===== src/rtl/writeback_sequencer.sv =====
// Writer side of the integer register file's single write port: buffers ALU and
// load-unit writebacks in an in-order FIFO, drains one per cycle, and forwards in-flight values.
module writeback_sequencer #(
    parameter int DEPTH = 4,
    parameter int XLEN  = 64
) (
    input  logic            phi2,
    input  logic            rst_n,

    input  logic            src0_valid,
    output logic            src0_ready,
    input  logic [4:0]      src0_addr,
    input  logic [XLEN-1:0] src0_value,

    input  logic            src1_valid,
    output logic            src1_ready,
    input  logic [4:0]      src1_addr,
    input  logic [XLEN-1:0] src1_value,

    output logic [4:0]      reg_wb_addr,
    output logic [XLEN-1:0] reg_wb_value,

    input  logic [4:0]      reg_read_addrs [0:1],
    output logic [1:0]      hazard,
    output logic [XLEN-1:0] fwd_value [0:1],

    output logic            idle
);

    localparam int PTR_W = $clog2(DEPTH);
    localparam int CNT_W = PTR_W + 1;

    logic [CNT_W-1:0] count;
    logic [CNT_W-1:0] count_next;
    logic [CNT_W-1:0] free;
    logic [CNT_W-1:0] push_count;
    logic [PTR_W-1:0] head;
    logic [PTR_W-1:0] tail;
    logic [PTR_W-1:0] slot1;

    logic [4:0]       entry_addr  [DEPTH];
    logic [XLEN-1:0]  entry_value [DEPTH];

    logic             push0;
    logic             push1;
    logic             pop;

    // Ready looks only at the registered count; the load unit wins the last free slot.
    assign free       = CNT_W'(DEPTH) - count;
    assign src1_ready = (free >= CNT_W'(1));
    assign src0_ready = (free >= CNT_W'(2)) | ((free == CNT_W'(1)) & ~src1_valid);

    // Writes to x0 complete the handshake but never occupy a slot.
    assign push0 = src0_valid & src0_ready & (src0_addr != 5'd0);
    assign push1 = src1_valid & src1_ready & (src1_addr != 5'd0);
    assign pop   = (count != '0);

    assign push_count = CNT_W'(push0) + CNT_W'(push1);
    assign count_next = count - CNT_W'(pop) + push_count;
    assign slot1      = push0 ? PTR_W'(tail + PTR_W'(1)) : tail;

    always_ff @(posedge phi2 or negedge rst_n) begin
        if (!rst_n) begin
            count        <= '0;
            head         <= '0;
            tail         <= '0;
            reg_wb_addr  <= 5'd0;
            reg_wb_value <= '0;
        end else begin
            count <= count_next;
            head  <= head + PTR_W'(pop);
            tail  <= tail + PTR_W'(push_count);
            if (pop) begin
                reg_wb_addr  <= entry_addr[head];
                reg_wb_value <= entry_value[head];
            end else begin
                reg_wb_addr  <= 5'd0;
                reg_wb_value <= '0;
            end
        end
    end

    // Storage needs no reset: an entry is only meaningful while it lies inside count.
    always_ff @(posedge phi2) begin
        if (push0) begin
            entry_addr[tail]  <= src0_addr;
            entry_value[tail] <= src0_value;
        end
        if (push1) begin
            entry_addr[slot1]  <= src1_addr;
            entry_value[slot1] <= src1_value;
        end
    end

    // Scan oldest to youngest so the last match (closest to tail) supplies the value.
    always_comb begin
        logic [PTR_W-1:0] idx;
        idx       = '0;
        hazard    = 2'b00;
        fwd_value = '{default: '0};
        for (int i = 0; i < 2; i++) begin
            if (reg_read_addrs[i] != 5'd0) begin
                if (reg_wb_addr == reg_read_addrs[i]) begin
                    hazard[i]    = 1'b1;
                    fwd_value[i] = reg_wb_value;
                end
                for (int k = 0; k < DEPTH; k++) begin
                    idx = PTR_W'(head + PTR_W'(k));
                    if ((CNT_W'(k) < count) && (entry_addr[idx] == reg_read_addrs[i])) begin
                        hazard[i]    = 1'b1;
                        fwd_value[i] = entry_value[idx];
                    end
                end
            end
        end
    end

    assign idle = (count == '0) & (reg_wb_addr == 5'd0);

endmodule

===== config.mk =====
export PLATFORM = sky130hd
export DESIGN_NAME = writeback_sequencer
export DESIGN_NICKNAME = d
export VERILOG_FILES = /design/src/rtl/writeback_sequencer.sv
export SDC_FILE = /design/constraint.sdc
export NUM_CORES = 1
export LEC_CHECK = 0
export ABC_AREA = 0
export CORE_MARGIN = 2
export CORE_UTILIZATION = 41
export CTS_CLUSTER_SIZE = 20
export DETAILED_ROUTE_END_ITERATION = 6
export PLACE_DENSITY = 0.58
export SYNTH_ARGS = -nofsm -noshare
export SYNTH_HDL_FRONTEND = slang
export SYNTH_SLANG_ARGS = --single-unit

===== constraint.sdc =====
create_clock -name phi2 -period 7.1 [get_ports phi2]
set_input_delay 1.42 -clock phi2 [delete_from_list [all_inputs] [get_ports phi2]]
set_output_delay 1.42 -clock phi2 [all_outputs]
set_load 0.01 [all_outputs]

Word level (Yosys, flattened, before mapping) --
Memories as Yosys holds them, arrays and structs flattened. Index checks and enable logic that the tools add are counted.
Word-level totals: RAM bits 276, bits in registers 76, word-level logic and storage cells 88, memories 2, input port bits 152
Memories:
- entry_value | words 4, bits a word 64, rd ports 4, clocked after memory_dff 0, wr ports 2, RTL line 42 | logic [XLEN-1:0] entry_value [DEPTH];
- entry_addr | words 4, bits a word 5, rd ports 4, clocked after memory_dff 0, wr ports 2, RTL line 41 | logic [4:0] entry_addr [DEPTH];
Operators by class: mux-type cells 31, add/subtract/negate cells 10, reduce and logical (&&, ||, !) cells 15, eq/ne operators 11, order comparisons 6, bitwise logic cells 8
Operators by type and width (number):
- 64-bit 2-to-1 mux | 13
- 5-bit == test | 10
- 5-bit nonzero test | 4
- 1-bit 2-to-1 mux | 16
- 1-bit logical AND | 8
- 1-bit bitwise AND | 6
- 1-bit by 3-bit less-than comparator with 1-bit output (first input constant) | 2
- 2-bit by 3-bit less-than comparator with 1-bit output (first input constant) | 2
- 5-bit zero test | 1
- 5-bit 2-to-1 mux | 1
- 2-bit by 1-bit adder with 2-bit output (second input constant) | 2
- 2-bit adder (second input constant) | 2
- 3-bit by 2-bit adder with 3-bit output | 1
- 3-bit by 1-bit == test with 1-bit output (second input constant) | 1
- 3-bit by 1-bit greater-or-equal comparator with 1-bit output (second input constant) | 1
- 3-bit by 2-bit greater-or-equal comparator with 1-bit output (second input constant) | 1
- 3-bit zero test | 1
- 3-bit nonzero test | 1
- 3-bit by 1-bit subtractor with 3-bit output | 1
- 3-bit subtractor (first input constant) | 1
- 1-bit by 1-bit adder with 2-bit output | 1
- 2-bit by 1-bit adder with 2-bit output | 1
- 2-bit adder | 1
- 2-bit 2-to-1 mux | 1
- other kinds (2) | 2

Depth between registers and ports, before layout --
word-level depth 8, gate-level depth with buffers 13

Worst setup path before layout --
Ideal clock, no wire load.
path kind input-to-reg, from input src0_addr[1], to memory entry_addr[2][0], enable pin, required time 6.674 ns, stages 7, setup time 0.426 ns, path slack 2.218 ns, data arrival time 4.456 ns, path buffers 1, path through or4_1 > nor2_1 > nor2_1 > or3_1 > a21boi_2 > buf_2 > a21o_1
RTL lines:
- start: declaration | RTL line 12 | input logic [4:0] src0_addr,
- end: declaration | RTL line 41

==> metrics.md <==
| Metric | Value |
|---|---|
| Outcome | completed |
| Iter 0 DRT Violations | 2,440 |
| Worst-margin pin slew | 1.16 ns |
| Worst-path clk slew | 0.06 ns |
| Setup TNS | 0 ns |
| Max Fclk | 152 MHz |
| Worst path cell trace | clkdlybuf4s50_1 > xor2_1 > nor4_1 > and2_4 > buf_12 > a221oi_1 > o31ai_1 > clkdlybuf4s50_1 |
| # setup viols final | 0 |
| Crit-path slowest cell | nor4_1 |
| Largest area contributor in the netlist | edfxtp_1 |
| Tmin final | 6.59 ns |
| YS warnings | 0 |
| Async SR Flop Fraction | 21.6% |
| Fraction of layout cells with a size suffix above 1 | 33.4% |
| DR pass1 iterations | 6 |
| CP top delay family | buffers and inverters |
| Die area | 0.0663 mm² |
| Top Ports | 354 |
| Worst reg-to-reg path cell count | 11 |
| Nets | 2,279 |
| RSZ-0062 raised after global routing | no |
| Final wirelength | 96,800 µm |
| Residual DRC | 0 |
| Synth top area cells | edfxtp_1, mux4_2, mux2_2, dfrtp_1, a221oi_1 |
| WP depth | 8 |
| Top cell type's share of synthesized area | 31.5% |
| Worst-path fanout max | 36 |
| Post-CTS Resized | 0 |
| Hold Path Class | flip-flop to flip-flop |
| Vias in the first global route | 21,400 |
| Post-synthesis net count | 2,047 |
| Synth Area per Inst | 14.0 µm² |
| Reg-to-reg endpoint | entry_value[2][39]$_DFFE_PP_ |
| Crit path launch | reg_read_addrs[0] |
| Worst Hold Depth | 1 |
| Post-synthesis register bit count | 352 |
| Global-route usage over all layers | 28.4% |
| Skew-Pair Late Insertion Delay | 0.59 ns |
| Via Count | 21,500 |
| Number of H-tree levels | 2 |
| Remaining global-route overflow | 0 |
| Area Overhead vs Synth | 22.0% |
| Post-DP Area | 0.0306 mm² |
| Worst Path Arrival | 5.17 ns |
| Clock Sinks | 352 |
| Placed insts | 2,912 |
| Die Wd | 257 µm |
| Worst Skew | 0.0173 ns |
| CP startpoint kind | input port |
| Sequential share of the synthesized area | 38.7% |
| Final instance area | 0.0321 mm² |
| Postcts setup bufs | 0 |
| Core area | 0.0633 mm² |
| Final GP Congestion | 0.894 |
| Pins Over Slew Limit | 0 |
| Hold_ws | 0.604 ns |
| Crit end category | output pin |
| Routed Antenna Nets | 0 |
| Worst rel slew slack | 22.8% |
| CTS tree | yes |
| Final number of hold-violating endpoints | 0 |
| Reg-to-Reg Start | count[1]$_DFF_PN0_ |
| Mapped Cells | 1,880 |
| Power per cell area | 540 mW/mm² |
| Starting Density | 41.6% |
| Max-Cap Viols | 0 |
| WL/cell | 32.3 µm |
| FF-to-FF setup slack | 2.69 ns |
| Crit path buf inv count | 3 |
| Die height | 257 µm |
| Lkg Pwr | 10.1 nW |
| Post-synth EDFFs | 276 |
| Final period util | 92.8% |
| Critical path endpoint | fwd_value[46] |
| Cts hold-fix bufs | 0 |
| Row cnt | 92 |
| Fillers | 5,405 |
| CP dominant cell by count | clkdlybuf4s50_1 |
| Cts bufs inserted | 44 |
| First-pass GRT wire length | 142,000 µm |
| Clock Tree Root | clkbuf_16 |
| Initial antenna violation count | 17 |
| Max VDD drop | 0.303 mV |
| Slowest stage delay, CP | 0.81 ns |
| Clock buffer depth | 3 |
| CP Data Required Time | 5.68 ns |
| Hpwl dp | 58,900 µm |
| Vias per inst | 7.15 |
| Top_reg_cell synth | edfxtp_1 |
| WS Path Type | input port to output pin |
| Mapped cell area | 0.0263 mm² |
| Netlist cell types | 49 |
| Non-filler instance count after layout | 3,001 |
| IO Port Bufs | 353 |
| Largest net degree at the start of global routing | 141 |
stage by stage:
step,total power [mW],utilization [%],setup WS [ns]
2_1_floorplan,11.0,-,2.22
3_3_place_gp,14.7,48.4,0.750
3_5_place_dp,14.9,48.4,0.696
4_1_cts,17.3,50.7,0.634
5_1_grt,18.1,50.7,0.528
6_report,17.4,50.7,0.511
metal layers:
| metal | vias to the layer above | part of all wire, % | global-route usage [%] |
|---|---|---|---|
| li1 | 8654 | - | - |
| met4 | 20 | 3.4 | 10.7 |
| met3 | 268 | 11 | 6.88 |
| met2 | 1529 | 48 | 46.2 |
| met5 | - | 0.13 | 0 |
| met1 | 11000 | 38 | 36.9 |
cell usage after synthesis (22+ instances only):
cell type	n
edfxtp_1	276
xor2_1	22
mux4_2	276
nor3_1	70
a32oi_1	128
buf_2	92
nor4b_1	64
a221oi_1	128
mux2_2	272
xnor2_1	33
o31ai_1	129
clkbuf_1	120
and2_1	72
dfrtp_1	76
where the power goes:
part | internal (mW) | total (mW) | switching (mW) | leakage (nW)
clock network | 1.38 | 2.34 | 0.955 | 0.730
registers | 3.52 | 4.42 | 0.898 | 3.47
logic | 5.09 | 10.6 | 5.51 | 5.85
state kept, by name (all words and copies together) (netlist names):
signal and flops:
entry_addr 20, head 2, count 3, reg_wb_addr 5, reg_wb_value 64, entry_value 256, tail 2
final cells by class:
class,count,area [µm²],share of cell area [%]
multi-input cells,1285,15200,47.3
flip-flops and latches,352,10200,31.7
repair buffers,418,4140,12.9
clock buffers,53,1200,3.72
well taps,846,1060,3.29
clock inverters,28,283,0.880
inverters,11,41.3,0.129
diodes,8,20.0,0.0623
cell usage in the layout, fill, tap and decap left out, drive strengths merged, types with 8 or more instances in the layout:
| cell type | instances |
|---|---|
| a221oi | 128 |
| a32oi | 128 |
| and2 | 72 |
| buf | 66 |
| clkbuf | 53 |
| clkdlybuf4s50 | 352 |
| clkinv | 17 |
| dfrtp | 76 |
| diode | 8 |
| edfxtp | 276 |
| ha | 14 |
| inv | 14 |
| mux2 | 277 |
| mux4 | 276 |
| nand2 | 12 |
| nor2 | 13 |
| nor3 | 73 |
| nor4b | 64 |
| o31ai | 129 |
| xnor2 | 33 |
| xor2 | 22 |
logic make-up (layout without fill, tap and decap cells):
family	Yosys count	count (layout)	synth area share, %
multiplexers	554	554	35.5
other	0	8	0
XOR/XNOR	55	55	1.83
flip-flops	352	352	38.7
buffers and inverters	243	510	4.28
AND/OR/NAND/NOR	263	263	6.37
AO/OA/AOI/OAI	398	398	12.6
adder cells (fa/ha/maj)	15	15	0.741
worst min path at each step:
| stage | from | to | slack [ns] |
|---|---|---|---|
| after floorplan | head[0]$_DFF_PN0_ | head[0]$_DFF_PN0_ | 0.50 |
| after global placement | count[0]$_DFF_PN0_ | count[0]$_DFF_PN0_ | 0.59 |
| after detailed placement | count[0]$_DFF_PN0_ | count[0]$_DFF_PN0_ | 0.60 |
| after CTS | count[0]$_DFF_PN0_ | count[0]$_DFF_PN0_ | 0.61 |
| after global routing | count[0]$_DFF_PN0_ | count[0]$_DFF_PN0_ | 0.66 |
| final | count[0]$_DFF_PN0_ | count[0]$_DFF_PN0_ | 0.60 |
Note: power is estimated with default switching activity, not from simulation.
